`config.mk`:
```
export PLATFORM = sky130hd
export DESIGN_NAME = vga_mem_arbiter
export DESIGN_NICKNAME = d
export VERILOG_FILES = /design/src/rtl/vga_pkg.sv /design/src/rtl/vga_arb_pick.sv /design/src/rtl/vga_mem_arbiter.sv
export SDC_FILE = /design/constraint.sdc
export NUM_CORES = 1
export LEC_CHECK = 0
export BUFFER_PORTS_ARGS = -buffer_cell sky130_fd_sc_hd__buf_2
export CAP_MARGIN = 30
export CORE_MARGIN = 10
export CORE_UTILIZATION = 32
export DETAILED_ROUTE_END_ITERATION = 10
export GPL_TIMING_DRIVEN = 1
export PLACE_DENSITY = 0.82
export RECOVER_POWER = 25
export SYNTH_ARGS = -nofsm -noshare
export SYNTH_HDL_FRONTEND = slang
export SYNTH_SLANG_ARGS = --single-unit
```
`constraint.sdc`:
```
create_clock -name wb_clk_i -period 1.65 [get_ports wb_clk_i]
set_clock_uncertainty 0.15 [all_clocks]
set_input_delay 0.2475 -clock wb_clk_i [delete_from_list [all_inputs] [get_ports wb_clk_i]]
set_output_delay 0.2475 -clock wb_clk_i [all_outputs]
set_load 0.005 [all_outputs]
```
`src/rtl/vga_pkg.sv`:
```
// Shared definitions for the VGA SRAM arbiter: FSM state encoding and
// requester port indices (grant vectors are ordered {W,R,V}).
package vga_pkg;

   typedef enum logic [1:0] {
      ARB_IDLE  = 2'd0,
      ARB_GNT_V = 2'd1,
      ARB_GNT_R = 2'd2,
      ARB_GNT_W = 2'd3
   } arb_state_t;

   localparam int PORT_V  = 0;
   localparam int PORT_R  = 1;
   localparam int PORT_W  = 2;
   localparam int N_PORTS = 3;

endpackage

```
`src/rtl/vga_arb_pick.sv`:
```
// Combinational winner selection for one SRAM transfer: video first unless the
// CPU has been held off VID_MAX times; R/W tie broken by the round-robin bit.
module vga_arb_pick (
   input  logic [2:0] stb,
   input  logic       vid_max,
   input  logic       rr,
   output logic [2:0] win
);
   import vga_pkg::*;

   logic       cpu_req;
   logic [2:0] cpu_win;

   assign cpu_req = stb[PORT_R] | stb[PORT_W];

   // rr == 0 prefers R, rr == 1 prefers W; a lone requester always wins
   always_comb begin
      cpu_win = '0;
      if (stb[PORT_R] && (!stb[PORT_W] || !rr)) begin
         cpu_win[PORT_R] = 1'b1;
      end else if (stb[PORT_W]) begin
         cpu_win[PORT_W] = 1'b1;
      end
   end

   always_comb begin
      win = '0;
      if (cpu_req && vid_max) begin
         win = cpu_win;
      end else if (stb[PORT_V]) begin
         win[PORT_V] = 1'b1;
      end else begin
         win = cpu_win;
      end
   end

endmodule

```
`src/rtl/vga_mem_arbiter.sv`:
```
// Per-transfer arbiter sharing the SRAM Wishbone master among video fetch,
// CPU read and CPU write; one grant per access, always followed by an IDLE cycle.
module vga_mem_arbiter #(
   parameter int VID_MAX = 4,
   parameter int CNT_W   = 3
) (
   input  logic        wb_clk_i,
   input  logic        wb_rst_i,
   input  logic [17:1] v_adr_i,
   input  logic        v_stb_i,
   output logic [15:0] v_dat_o,
   output logic        v_ack_o,
   input  logic [17:1] r_adr_i,
   input  logic        r_stb_i,
   output logic [15:0] r_dat_o,
   output logic        r_ack_o,
   input  logic [17:1] w_adr_i,
   input  logic [15:0] w_dat_i,
   input  logic [1:0]  w_sel_i,
   input  logic        w_stb_i,
   output logic        w_ack_o,
   output logic [17:1] m_adr_o,
   output logic [15:0] m_dat_o,
   input  logic [15:0] m_dat_i,
   output logic [1:0]  m_sel_o,
   output logic        m_we_o,
   output logic        m_stb_o,
   input  logic        m_ack_i,
   output logic [2:0]  gnt_o
);
   import vga_pkg::*;

   localparam logic [CNT_W-1:0] VID_MAX_C = CNT_W'(VID_MAX);

   arb_state_t       state;
   logic [CNT_W-1:0] vid_cnt;
   logic             rr;
   logic             cpu_at_gnt;
   logic             cnt_max;
   logic [2:0]       stbs;
   logic [2:0]       win;

   assign stbs    = {w_stb_i, r_stb_i, v_stb_i};
   assign cnt_max = (vid_cnt == VID_MAX_C);

   vga_arb_pick u_pick (
      .stb     (stbs),
      .vid_max (cnt_max),
      .rr      (rr),
      .win     (win)
   );

   // cpu_at_gnt remembers whether the CPU was waiting when video won, so the
   // starvation counter only advances for video grants that actually held it off
   always_ff @(posedge wb_clk_i) begin
      if (wb_rst_i) begin
         state      <= ARB_IDLE;
         vid_cnt    <= '0;
         rr         <= 1'b0;
         cpu_at_gnt <= 1'b0;
      end else begin
         case (state)
            ARB_IDLE: begin
               if (win[PORT_V]) begin
                  state      <= ARB_GNT_V;
                  cpu_at_gnt <= r_stb_i | w_stb_i;
               end else if (win[PORT_R]) begin
                  state <= ARB_GNT_R;
               end else if (win[PORT_W]) begin
                  state <= ARB_GNT_W;
               end
            end
            ARB_GNT_V: begin
               if (m_ack_i) begin
                  state <= ARB_IDLE;
                  if (!cpu_at_gnt) begin
                     vid_cnt <= '0;
                  end else if (!cnt_max) begin
                     vid_cnt <= vid_cnt + 1'b1;
                  end
               end
            end
            ARB_GNT_R: begin
               if (m_ack_i) begin
                  state   <= ARB_IDLE;
                  vid_cnt <= '0;
                  rr      <= 1'b1;
               end
            end
            ARB_GNT_W: begin
               if (m_ack_i) begin
                  state   <= ARB_IDLE;
                  vid_cnt <= '0;
                  rr      <= 1'b0;
               end
            end
            default: state <= ARB_IDLE;
         endcase
      end
   end

   // master port mux; IDLE drives address/strobe low
   always_comb begin
      m_adr_o = '0;
      m_stb_o = 1'b0;
      m_we_o  = 1'b0;
      m_sel_o = 2'b11;
      gnt_o   = '0;
      case (state)
         ARB_GNT_V: begin
            m_adr_o       = v_adr_i;
            m_stb_o       = v_stb_i;
            gnt_o[PORT_V] = 1'b1;
         end
         ARB_GNT_R: begin
            m_adr_o       = r_adr_i;
            m_stb_o       = r_stb_i;
            gnt_o[PORT_R] = 1'b1;
         end
         ARB_GNT_W: begin
            m_adr_o       = w_adr_i;
            m_stb_o       = w_stb_i;
            m_we_o        = 1'b1;
            m_sel_o       = w_sel_i;
            gnt_o[PORT_W] = 1'b1;
         end
         default: ;
      endcase
   end

   assign m_dat_o = w_dat_i;
   assign v_dat_o = m_dat_i;
   assign r_dat_o = m_dat_i;
   assign v_ack_o = m_ack_i & (state == ARB_GNT_V);
   assign r_ack_o = m_ack_i & (state == ARB_GNT_R);
   assign w_ack_o = m_ack_i & (state == ARB_GNT_W);

endmodule

```
## Yosys cells after proc, flatten, opt, wreduce, memory -nomap -nowiden

Cells that the tools add are included.

| word-level totals | value |
|---|---|
| register bits after elaboration | 7 |
| input port bits | 91 |
| output and inout port bits | 75 |

| operators by class | value |
|---|---|
| add/subtract/negate cells | 1 |
| equality and inequality tests | 11 |
| mux-type cells | 25 |
| bitwise operators | 4 |
| reductions and logical operators | 14 |

Operator list:

| kind | number |
|---|---|
| $pmux W17 S3 | 1 |
| $mux W3 | 5 |
| $mux W2 | 6 |
| $mux W1 | 9 |
| $ne A2 B2 Y1 const B | 3 |
| $pmux W3 S2 | 1 |
| $eq A2 B2 Y1 const B | 2 |
| $ne A2 B1 Y1 const B | 2 |
| $ne A4 B1 Y1 const B | 1 |
| $pmux W2 S2 | 1 |
| $reduce_and A2 Y1 | 2 |
| $reduce_and A4 Y1 | 1 |
| $reduce_bool A2 Y1 | 2 |
| $add A3 B1 Y3 const B | 1 |
| $and A1 B1 Y1 | 3 |
| $eq A3 B3 Y1 const B | 1 |
| $ne A3 B3 Y1 const B | 1 |
| $pmux W1 S3 | 1 |
| $reduce_and A3 Y1 | 1 |
| $reduce_or A3 Y1 | 1 |
| $eq A2 B1 Y1 const B | 1 |
| $logic_and A1 B1 Y1 | 2 |
| $logic_not A1 Y1 | 2 |
| $logic_not A2 Y1 | 1 |
| other kinds (4) | 4 |

## Longest topological paths before layout

| depth | value |
|---|---|
| depth in word-level cells | 10 |
| depth in mapped cells | 5 |

## By module

From an unflattened synthesis, not the netlist that was laid out.

| unflattened totals | value |
|---|---|
| cells, all modules | 149 |
| area total of the unflattened synthesis | 1282.5 um2 |

Modules (own cells, without submodules):

| module | instances | cells each | area each (um2) | seq. area each (um2) |
|---|---|---|---|---|
| vga_mem_arbiter | 1 | 142 | 1242.4 | 140.1 |
| vga_arb_pick | 1 | 7 | 40.0 | 0.0 |

## Worst setup path before layout

Ideal clock, no wire load.

| path | value |
|---|---|
| path kind | reg2out |
| start point | register state[0] |
| end point | output port m_adr_o[10] (netlist name) |
| arrival | 1.095 ns |
| data required time | 1.252 ns |
| path slack | 0.157 ns |
| stages on the path, launching flop included | 5 |
| cells stage by stage | dfxtp_1 buf_6 buf_6 mux2_2 a22o_1 |

| on the way | value |
|---|---|
| word-level cells in the longest chain between the ends | 2 |
| elaborated cells between the ends (all ways) | 4 |

Ends and longest elaborated chain:

| item | line | RTL |
|---|---|---|
| from (decl) | vga_mem_arbiter.sv:35 | `arb_state_t state;` |
| from (signal assigned) | vga_mem_arbiter.sv:57 | `state <= ARB_IDLE;` |
| from (signal assigned) | vga_mem_arbiter.sv:65 | `state <= ARB_GNT_V;` |
| from (signal assigned) | vga_mem_arbiter.sv:68 | `state <= ARB_GNT_R;` |
| $eq A2 B2 Y1 / $eq A2 B1 Y1 (equally long branches) | vga_mem_arbiter.sv:109 | `case (state)` |
| $pmux W17 S3 * | vga_mem_arbiter.sv:109 |  |
| to (decl) | vga_mem_arbiter.sv:22 | `output logic [17:1] m_adr_o,` |

Every way passes the cells marked *; elsewhere a longest branch is shown, timed or not.

## Worst setup path after layout

| path | value |
|---|---|
| start point | register state[0] |
| end point | output port m_adr_o[1] (netlist name) |

The elaborated chain is that of the path after synthesis.

==> results.py <==
metrics = {
    "critical_path": {
        "path_max_fanout": 11,
        "critical_path.top_delay_family": "flip-flops",
        "path_buf_inv": 2,
        "crit_required_ps": 1250,
        "start_kind": "register",
        "startpoint": "state[0]$_SDFFE_PP0P_",
        "worstReg2RegStart": "vid_cnt[0]$_SDFFE_PP0P_",
        "r2r_slack_ps": 110,
        "cp.arrival_ps": 1400,
        "r2r_cells": 5,
        "r2r-end": "vid_cnt[0]$_SDFFE_PP0P_",
        "endpoint_kind": "output port",
        "worstSetupPathType": "reg2out",
        "slowest_delay_ps": 360,
        "worstPathCellList": "buf_6 > mux2_2 > a22o_1 > buf_2",
        "cp_slowest_cell": "dfxtp_2",
    },
    "yosys": {
        "synthesis.nets": 237,
        "ys_warn_count": 0,
        "yosysUniqueCellTypes": 33,
        "synth.avg_cell_area_sq_um": 8.689,
        "syn_inst": 144,
        "yosys.area.top_type": "buf_4",
        "yosysSeqAreaShare_pct": 11.20,
        "synth_area_leaders": "buf_4, a22o_1, mux2_2, dfxtp_1, mux2_4",
        "ys_ff_latch": 7,
        "synth_top_area_share_pct": 30.00,
        "syn-cell-area_sq_um": 1251,
    },
    "timing": {
        "setup_ws_ps": -152.3,
        "holdWs_ps": 116.3,
        "min_period_over_period_pct": 109.2,
        "fin_crit_ps": 1802,
        "relSlewSlack_pct": 85.89,
        "worstMarginPinSlew_ps": 209.9,
        "rsz0062_at_grt": "yes",
        "fmax_ghz": 0.5548,
        "slew_viol_final": 0,
        "finalSetupViolCount": 18,
        "hold_viol": 0,
    },
    "outcome": {
        "violations": "setup timing",
        "status": "complete, but fails checks",
    },
    "min_path": {
        "hold_path_end": "state[1]$_SDFFE_PP0P_",
        "hp-start": "wb_rst_i",
        "hp-class": "in2reg",
        "whs_path_depth": 2,
    },
    "final_layout": {
        "fillers": 391,
        "insertedDiodeCount": 0,
        "design_area_sq_um": 1503,
        "final_common_cell": "buf_2",
        "drive_above_1_share_pct": 67.91,
        "syn2layout_area_growth_pct": 20.10,
        "nets": 281,
        "fin_util_pct": 40.44,
        "final_cell_mix": "buf_2, a22o_1, mux2_4, mux2_2, a21oi_1",
    },
    "detailed_routing": {
        "dr.first_iter.drc_count": 34,
        "drc": 0,
        "ant_nets": 0,
        "num_vias": 1166,
        "via_per_inst": 4.962,
        "detail_route.wl_per_cell_um": 17.29,
        "routed_wl_um": 4062,
        "dr.pass1.iters": 4,
    },
    "global_routing": {
        "first_global_vias": 1236,
        "grt_max_degree": 16,
        "grt_overflow": 0,
        "antenna_found_initial": 0,
        "grt_usage_pct": 11.00,
        "grt_pass1_wl_um": 5940,
    },
    "flow_run": {
        "max_cap_violations": 0,
    },
    "die": {
        "rows": 22,
        "initial_core_util_pct": 33.67,
        "die-area_sq_um": 6811,
        "io_pins": 166,
        "core_sq_um": 3716,
        "dieHeight_um": 82.53,
        "die-width_um": 82.53,
    },
    "placed_design": {
        "portBuffers": 85,
        "dp_hpwl_um": 3295,
        "dpl-instance-area_sq_um": 1369,
        "gp_congestion": 0.8005,
        "place_ws_ps": 17.68,
    },
    "cts": {
        "clkLatencyLatePin_ps": 230,
        "h-tree-depth": 1,
        "cts_hold_buf": 0,
        "cts.clk_slew.worst_paths_ps": 40,
        "cts_tree": "done",
        "clockRootBuffer": "clkbuf_8",
        "cts_inserted_buffers": 3,
        "clk_path_buf_depth": 2,
        "cts_sinks": 7,
    },
    "power": {
        "p_per_area_nw_per_um2": 599.4,
        "p_leak_nw": 0.7776,
        "worst_ir_drop_vdd_mv": 0.3098,
    },
}
state kept, by name, indices dropped and copies added, names as in the netlist:
signal and flops:
state 2, vid_cnt 3, rr 1, cpu_at_gnt 1
power breakdown:
part | internal, mW | switching (mW) | total [mW]
sequential | 0.183 | 0.0133 | 0.196
clock | 0.168 | 0.0794 | 0.247
combinational | 0.273 | 0.184 | 0.457
worst max-delay path by stage:
stage                        to  cells after the start
global route         m_adr_o[5]                      4
CTS                  m_adr_o[1]                      4
finish               m_adr_o[1]                      4
floorplan           m_adr_o[10]                      4
detailed placement   m_adr_o[1]                      4
global placement     m_adr_o[8]                      4
what timing repair did:
action                                  CTS  global route
buffers inserted                          2             0
gates resized for setup                  18             4
cloned                                    1             0
pin swaps                                 1             0
endpoints found under the setup margin   20            24
kinds of logic after synthesis:
| kind of cell | Yosys count | share of synthesized area, % |
|---|---|---|
| AOI/OAI and AO/OA | 36 | 22.20 |
| adders and majority gates | 2 | 2.000 |
| buffers and inverters | 60 | 36.10 |
| DFF | 7 | 11.20 |
| muxes | 18 | 17.40 |
| and+or+nand+nor | 21 | 11.10 |
cell usage after synthesis:
| master | number |
|---|---|
| inv_1 | 3 |
| and2_1 | 2 |
| buf_4 | 50 |
| buf_2 | 1 |
| mux2_4 | 4 |
| and4b_4 | 1 |
| nor3_1 | 1 |
| nand3b_1 | 1 |
| a2111o_1 | 1 |
| nor2_4 | 1 |
| and3_1 | 1 |
| mux2_2 | 14 |
| o21ai_0 | 2 |
| nand4_1 | 1 |
| a22o_1 | 18 |
| dfxtp_1 | 7 |
| a311oi_1 | 1 |
| nor2_1 | 1 |
| o31ai_1 | 1 |
| or3_1 | 3 |
| nand2_1 | 2 |
| clkbuf_1 | 1 |
| o21ai_2 | 1 |
| ha_1 | 2 |
| a21bo_2 | 1 |
| buf_6 | 5 |
| a31oi_1 | 1 |
| nor2b_1 | 2 |
| a21boi_0 | 1 |
| a21oi_1 | 7 |
| o211ai_1 | 2 |
| nand2b_1 | 4 |
| and3b_1 | 1 |
routing by layer:
layer	vias up	wire length, um	track usage, %
li1	554	-	-
met1	523	1454	11.81
met2	70	1852	16.17
met3	19	643	7.127
met4	0	113	6.020
met5	-	0	0
area by class of cell:
| class | instances | area (sq um) | share of cell area, % |
|---|---|---|---|
| clock buffer | 4 | 45.04 | 2.998 |
| inverter | 3 | 11.26 | 0.7494 |
| multi-input combinational | 77 | 699.4 | 46.54 |
| sequential | 7 | 143.9 | 9.575 |
| tap | 48 | 60.06 | 3.997 |
| timing repair buffer | 96 | 543.0 | 36.14 |
stage by stage:
step / TNS (ps) / total power, mW / cells
2_1_floorplan: 0 / 0.5327 / 144
3_3_place_gp: 0 / 0.6014 / 228
3_5_place_dp: 0 / 0.6114 / 228
4_1_cts: -2250 / 0.9083 / 235
5_1_grt: -3197 / 0.9639 / 235
6_report: -2085 / 0.9007 / 235
Note: power is estimated with default switching activity, not from simulation.
